**src/rtl/memory_col_pkg.sv**
```systemverilog
// Shared widths and types for the column-memory burst front-end.
package memory_col_pkg;
    localparam int ADDR_W_DEF    = 10;
    localparam int DATA_W_DEF    = 8;
    localparam int LEN_W_DEF     = 8;
    localparam int RSP_DEPTH_DEF = 4;

    typedef enum logic [1:0] {
        IDLE     = 2'd0,
        WR       = 2'd1,
        RD       = 2'd2,
        RD_DRAIN = 2'd3
    } state_e;

    typedef struct packed {
        logic [DATA_W_DEF-1:0] data;
        logic                  last;
    } rsp_t;
endpackage

```
**src/rtl/memory_col_rsp_fifo.sv**
```systemverilog
// Small response FIFO holding read beats; push and pop may coincide even when full.
module memory_col_rsp_fifo
    import memory_col_pkg::*;
#(
    parameter int DEPTH = RSP_DEPTH_DEF
) (
    input  logic                   clk,
    input  logic                   rst,
    input  logic                   push,
    input  rsp_t                   push_data,
    input  logic                   pop,
    output rsp_t                   head,
    output logic [$clog2(DEPTH):0] count,
    output logic                   full,
    output logic                   empty
);
    localparam int PTR_W = $clog2(DEPTH);

    rsp_t             store_r [DEPTH];
    logic [PTR_W-1:0] wr_ptr_r;
    logic [PTR_W-1:0] rd_ptr_r;
    logic [PTR_W:0]   count_r;
    logic             do_pop_s;
    logic             do_push_s;

    assign empty     = (count_r == {(PTR_W+1){1'b0}});
    assign full      = (count_r == (PTR_W+1)'(DEPTH));
    assign count     = count_r;
    assign head      = store_r[rd_ptr_r];
    assign do_pop_s  = pop && !empty;
    // A full FIFO can still accept a push when a pop frees the slot on the same edge.
    assign do_push_s = push && (!full || do_pop_s);

    // Storage, pointers and occupancy count.
    always_ff @(posedge clk or posedge rst) begin
        if (rst) begin
            wr_ptr_r <= {PTR_W{1'b0}};
            rd_ptr_r <= {PTR_W{1'b0}};
            count_r  <= {(PTR_W+1){1'b0}};
            for (int i = 0; i < DEPTH; i++) begin
                store_r[i] <= '{data: {DATA_W_DEF{1'b0}}, last: 1'b0};
            end
        end else begin
            if (do_push_s) begin
                store_r[wr_ptr_r] <= push_data;
                wr_ptr_r          <= wr_ptr_r + PTR_W'(1'b1);
            end
            if (do_pop_s) begin
                rd_ptr_r <= rd_ptr_r + PTR_W'(1'b1);
            end
            case ({do_push_s, do_pop_s})
                2'b10:   count_r <= count_r + (PTR_W+1)'(1'b1);
                2'b01:   count_r <= count_r - (PTR_W+1)'(1'b1);
                default: count_r <= count_r;
            endcase
        end
    end
endmodule

```
**src/rtl/memory_col_burst_ctrl.sv**
```systemverilog
// Burst front-end for the 1024x8 column memory: sequences write/read beats and
// buffers the memory's 1-cycle read data so consumer stalls never lose beats.
module memory_col_burst_ctrl
    import memory_col_pkg::*;
#(
    parameter int ADDR_W    = ADDR_W_DEF,
    parameter int DATA_W    = DATA_W_DEF,
    parameter int LEN_W     = LEN_W_DEF,
    parameter int RSP_DEPTH = RSP_DEPTH_DEF
) (
    input  logic              clk,
    input  logic              rst,
    input  logic              cmd_valid,
    output logic              cmd_ready,
    input  logic              cmd_write,
    input  logic [ADDR_W-1:0] cmd_addr,
    input  logic [LEN_W-1:0]  cmd_len,
    input  logic              wdata_valid,
    output logic              wdata_ready,
    input  logic [DATA_W-1:0] wdata,
    output logic              rdata_valid,
    input  logic              rdata_ready,
    output logic [DATA_W-1:0] rdata,
    output logic              rdata_last,
    output logic              busy,
    output logic [ADDR_W-1:0] mem_addr,
    output logic              mem_byte_en,
    output logic [DATA_W-1:0] mem_wr_data,
    input  logic [DATA_W-1:0] mem_rd_data
);
    localparam int CNT_W = $clog2(RSP_DEPTH) + 1;

    state_e            state_r;
    logic [ADDR_W-1:0] cur_addr_r;
    logic [LEN_W-1:0]  beats_left_r;
    logic              inflight_r;
    logic              inflight_last_r;
    logic [DATA_W-1:0] wr_data_hold_r;
    logic [CNT_W-1:0]  fifo_count_s;
    logic [CNT_W:0]    credit_used_s;
    logic              fifo_full_s;
    logic              fifo_empty_s;
    logic              issue_s;
    logic              last_beat_s;
    rsp_t              push_data_s;
    rsp_t              head_s;

    assign last_beat_s   = (beats_left_r == {LEN_W{1'b0}});
    // Buffered plus in-flight beats must never exceed FIFO space, so pushes are never dropped.
    assign credit_used_s = {1'b0, fifo_count_s} + {{CNT_W{1'b0}}, inflight_r};
    assign issue_s       = (state_r == RD) && !fifo_full_s
                           && (credit_used_s < (CNT_W+1)'(RSP_DEPTH));

    assign cmd_ready   = (state_r == IDLE);
    assign busy        = (state_r != IDLE);
    assign wdata_ready = (state_r == WR);
    assign mem_byte_en = (state_r == WR) && wdata_valid;
    assign mem_addr    = cur_addr_r;
    assign mem_wr_data = (state_r == WR) ? wdata : wr_data_hold_r;

    assign push_data_s.data = mem_rd_data;
    assign push_data_s.last = inflight_last_r;
    assign rdata_valid      = !fifo_empty_s;
    assign rdata            = head_s.data;
    assign rdata_last       = head_s.last;

    // Burst FSM with address/beat counters and read in-flight tracking.
    always_ff @(posedge clk or posedge rst) begin
        if (rst) begin
            state_r         <= IDLE;
            cur_addr_r      <= {ADDR_W{1'b0}};
            beats_left_r    <= {LEN_W{1'b0}};
            inflight_r      <= 1'b0;
            inflight_last_r <= 1'b0;
            wr_data_hold_r  <= {DATA_W{1'b0}};
        end else begin
            inflight_r      <= issue_s;
            inflight_last_r <= issue_s && last_beat_s;
            if (state_r == WR) begin
                wr_data_hold_r <= wdata;
            end
            case (state_r)
                IDLE: begin
                    if (cmd_valid) begin
                        cur_addr_r   <= cmd_addr;
                        beats_left_r <= cmd_len;
                        state_r      <= cmd_write ? WR : RD;
                    end
                end
                WR: begin
                    if (wdata_valid) begin
                        cur_addr_r   <= cur_addr_r + ADDR_W'(1'b1);
                        beats_left_r <= beats_left_r - LEN_W'(1'b1);
                        if (last_beat_s) begin
                            state_r <= IDLE;
                        end
                    end
                end
                RD: begin
                    if (issue_s) begin
                        cur_addr_r   <= cur_addr_r + ADDR_W'(1'b1);
                        beats_left_r <= beats_left_r - LEN_W'(1'b1);
                        if (last_beat_s) begin
                            state_r <= RD_DRAIN;
                        end
                    end
                end
                RD_DRAIN: begin
                    if (!inflight_r && fifo_empty_s) begin
                        state_r <= IDLE;
                    end
                end
                default: state_r <= IDLE;
            endcase
        end
    end

    memory_col_rsp_fifo #(
        .DEPTH (RSP_DEPTH)
    ) u_rsp_fifo (
        .clk       (clk),
        .rst       (rst),
        .push      (inflight_r),
        .push_data (push_data_s),
        .pop       (rdata_ready),
        .head      (head_s),
        .count     (fifo_count_s),
        .full      (fifo_full_s),
        .empty     (fifo_empty_s)
    );
endmodule

```
**config.mk**
```make
export PLATFORM = sky130hd
export DESIGN_NAME = memory_col_burst_ctrl
export DESIGN_NICKNAME = d
export VERILOG_FILES = /design/src/rtl/memory_col_pkg.sv /design/src/rtl/memory_col_rsp_fifo.sv /design/src/rtl/memory_col_burst_ctrl.sv
export SDC_FILE = /design/constraint.sdc
export NUM_CORES = 1
export LEC_CHECK = 0
export BUFFER_PORTS_ARGS = -buffer_cell sky130_fd_sc_hd__buf_4
export CAP_MARGIN = 20
export CORE_MARGIN = 8
export CORE_UTILIZATION = 30
export CTS_BUF_LIST = sky130_fd_sc_hd__clkbuf_4 sky130_fd_sc_hd__clkbuf_8
export DETAILED_ROUTE_END_ITERATION = 7
export GPL_TIMING_DRIVEN = 0
export HOLD_SLACK_MARGIN = 0.12
export RECOVER_POWER = 25
export SLEW_MARGIN = 20
export SYNTH_ARGS = -nofsm -noshare
export SYNTH_HDL_FRONTEND = slang
export SYNTH_HIERARCHICAL = 1
export SYNTH_SLANG_ARGS = --single-unit
```
**constraint.sdc**
```tcl
create_clock -name clk -period 3 [get_ports clk]
set_input_delay 0.75 -clock clk [delete_from_list [all_inputs] [get_ports clk]]
set_output_delay 0.75 -clock clk [all_outputs]
set_load 0.005 [all_outputs]
```
==> impl_metrics.toml <==
[synth]
ys_ff_latch = 73
synth_xor_area_frac = 0.01413
synth_top_family_by_area = "multiplexers"
ys_seq_area_frac = 0.4913
synth_edf_count = 0
synth_cell_types = 46
async_flop_share = 1.000
yosysWarnings = 6
netlist_top_cells_area = "dfrtp_1 49%, mux2_2 14%, mux4_2 5.5%, ha_1 4.4%, nand2_1 2.4%"
synth_flop_cell = "dfrtp_1"
synthSimpleGateAreaFrac = 0.1124
synth_compound_area_frac = 0.08715
synth_nets = 361
syn_inst = 307
yosys.area.top_type_share = 0.4913
synth_adder_area_share = 0.04913
yosysTopAreaCell = "dfrtp_1"
synth_area_mm2 = 0.003719
synth.avg_cell_area_um2 = 12.11
synthMuxAreaShare = 0.2130

[sta]
setup-tns-final_ps = 0
whs_ps = 373.7
tightest_slew_ps = 1801
fin_crit_ps = 2680
max_freq_mhz = 373.2
rsz0062_at_grt = "no"
clock_skew_ps = 10.84
finalSetupViolations = 0
fin_crit_sh = 0.8932
hold_violations = 0
max-slew-margin-rel = -0.2006
drv_slew = 35

[setup_path]
worstPathRequired_ps = 2250
critPathBufInv = 3
path_cells = "inv_1, ha_1, clkbuf_2, mux2_2, buf_4"
cp-start-kind = "register"
cpMaxStageDelayCell = "dfrtp_1"
arrival_ps = 1930
worstSetupEndpointType = "output port"
ff2ff_setup_slack_ps = 510
crit_type = "reg -> out"
cp_max_fo = 10
worstRegToRegCells = 6
regToRegStartpoint = "u_rsp_fifo/count[0]$_DFFE_PP0P_"
slowest_delay_ps = 430
crit_family = "buffers and inverters"
reg2reg_to = "mem_addr[3]$_DFFE_PP0P_"

[drt]
drc_errors = 0
first_pass_iters = 4
drtAntennaViolNets = 0
wl_per_cell_um = 15.82
first_iter_violations = 151
totalWireLength_um = 8891
vias = 2685
viasPerCell = 4.778

[layout]
final_cell_mix = "73 x dfrtp_1, 70 x buf_4, 47 x mux2_2"
diodes = 0
nets = 444
drive_above_1_share = 0.3934
stdcell_count = 562
area_growth_pct = 26.51
mostFrequentLayoutCell = "dfrtp_1"

[floorplanning]
initial_utilization = 0.3083
coreArea_mm2 = 0.01206
die_w_um = 127.3
num_io_pins = 72
row_count = 40
die_y_um = 127.3
die-area_mm2 = 0.01621

[hold_path]
hp-class = "in -> async"

[power]
leakage_uw = 0.002068
finalPower_uw = 5381
powerDensity_mw_per_mm2 = 1144
ir_drop_uv = 566.3

[cts]
postCtsHoldBufs = 0
root_buffer = "clkbuf_8"
path_clk_slew_ps = 80
cts_num_sinks = 73
htree_levels = 3
post_cts_buffers = 0
cts-buffers-inserted = 9
clk_latency_ps = 350
post_cts_resized = 0
cts_tree = "built"
clk_path_buf_depth = 2

[run_status]
violations = "max-capacitance violations, max-slew violations"
status = "finished, violations left"

[place]
gp_congestion = 0.8348
dp_cells = 547
io_buffer_count = 71
dp_hpwl_um = 6453

[grt]
grt_max_degree = 35
grt_overflow_total = 0
grtUsageTotal = 0.1121
grt_pass1_vias = 2882
antenna_found_initial = 0
grt_pass1_wl_um = 14640

[job]
maxCapViolCount = 1
[sequential cells by signal, summed over array words and instances, names as in the netlist]
name                 flops
u_rsp_fifo/store_r      36
mem_addr                10
beats_left_r             8
wr_data_hold_r           8
u_rsp_fifo/count         3
state_r                  2
u_rsp_fifo/rd_ptr_r      2
u_rsp_fifo/wr_ptr_r      2
inflight_last_r          1
inflight_r               1
[cells in the mapped netlist (all sizes together), types with 2 or more instances]
master	count
nand3b	2
and4	2
nor3	2
ha	13
clkbuf	8
a21oi	16
nor4b	3
a32oi	2
mux2	47
nand2	24
mux2i	6
buf	3
or3b	2
nand3	10
and2	2
xor2	3
nand2b	3
o22ai	4
mux4	9
nor2b	5
or3	2
nor2	8
xnor2	3
nand4	3
o211ai	3
dfrtp	73
o21ai	14
inv	19
a2bb2oi	2
[per-stage QoR]
stage | setup WS [ps] | util | area, µm²
after floorplan | 654.3 | - | 3719
after global placement | 413.5 | 0.3699 | 4462
after detailed placement | 417.9 | 0.3716 | 4482
after CTS | 45.86 | 0.3916 | 4723
after global routing | 175.8 | 0.3900 | 4705
final | 320.5 | 0.3900 | 4705
[worst max-delay path by stage]
stage                                             end  cells after the start              startpoint
global placement      u_rsp_fifo/count[2]$_DFFE_PP0P_                      9             rdata_ready
finish                                 mem_wr_data[2]                      5  state_r[1]$_DFFE_PP0P_
detailed placement    u_rsp_fifo/count[2]$_DFFE_PP0P_                      9             rdata_ready
floorplan             u_rsp_fifo/count[2]$_DFFE_PP0P_                      8             rdata_ready
global route        u_rsp_fifo/store_r[7]$_DFFE_PP0P_                      3                     rst
CTS                                    mem_wr_data[2]                      5  state_r[1]$_DFFE_PP0P_
[metal layers]
layer / routed length [µm] / global-route usage / vias up
met4: 71 / 0.02729 / 0
met2: 4154 / 0.1780 / 82
met1: 4078 / 0.1398 / 1326
met3: 586 / 0.04409 / 8
met5: 0 / 0 / -
li1: - / - / 1269
[cells by family after synthesis]
group | after synthesis
simple gates | 73
flops | 73
buf+inv | 30
fa+ha+maj | 14
xor+xnor | 6
compound gates | 49
mux | 62
[where the power goes]
group          internal, µW  total, µW  switching, µW
Combinational          1380       2590           1220
Sequential             1470       1840            377
Clock                   571        942            371
Total                  3420       5380           1960
[worst reg2reg max path: cells and delay by family, from the launching register on]
family                 cells  cell delay (ps)
flip-flops                 1              490
buffers and inverters      2              490
AND/OR/NAND/NOR            1              180
AO/OA/AOI/OAI              3             1200
[cell type report]
| cell class | instances | area, µm² |
|---|---|---|
| Clock buffer | 10 | 137.6 |
| Tap cell | 168 | 210.2 |
| Timing Repair Buffer | 72 | 533.0 |
| Sequential cell | 73 | 1827 |
| Inverter | 19 | 71.32 |
| Buffer | 11 | 52.55 |
| Multi-Input combinational cell | 204 | 1769 |
| Clock inverter | 5 | 103.9 |
| Fill cell | 1177 | 7357 |
Power figures use the tool's default switching activity.
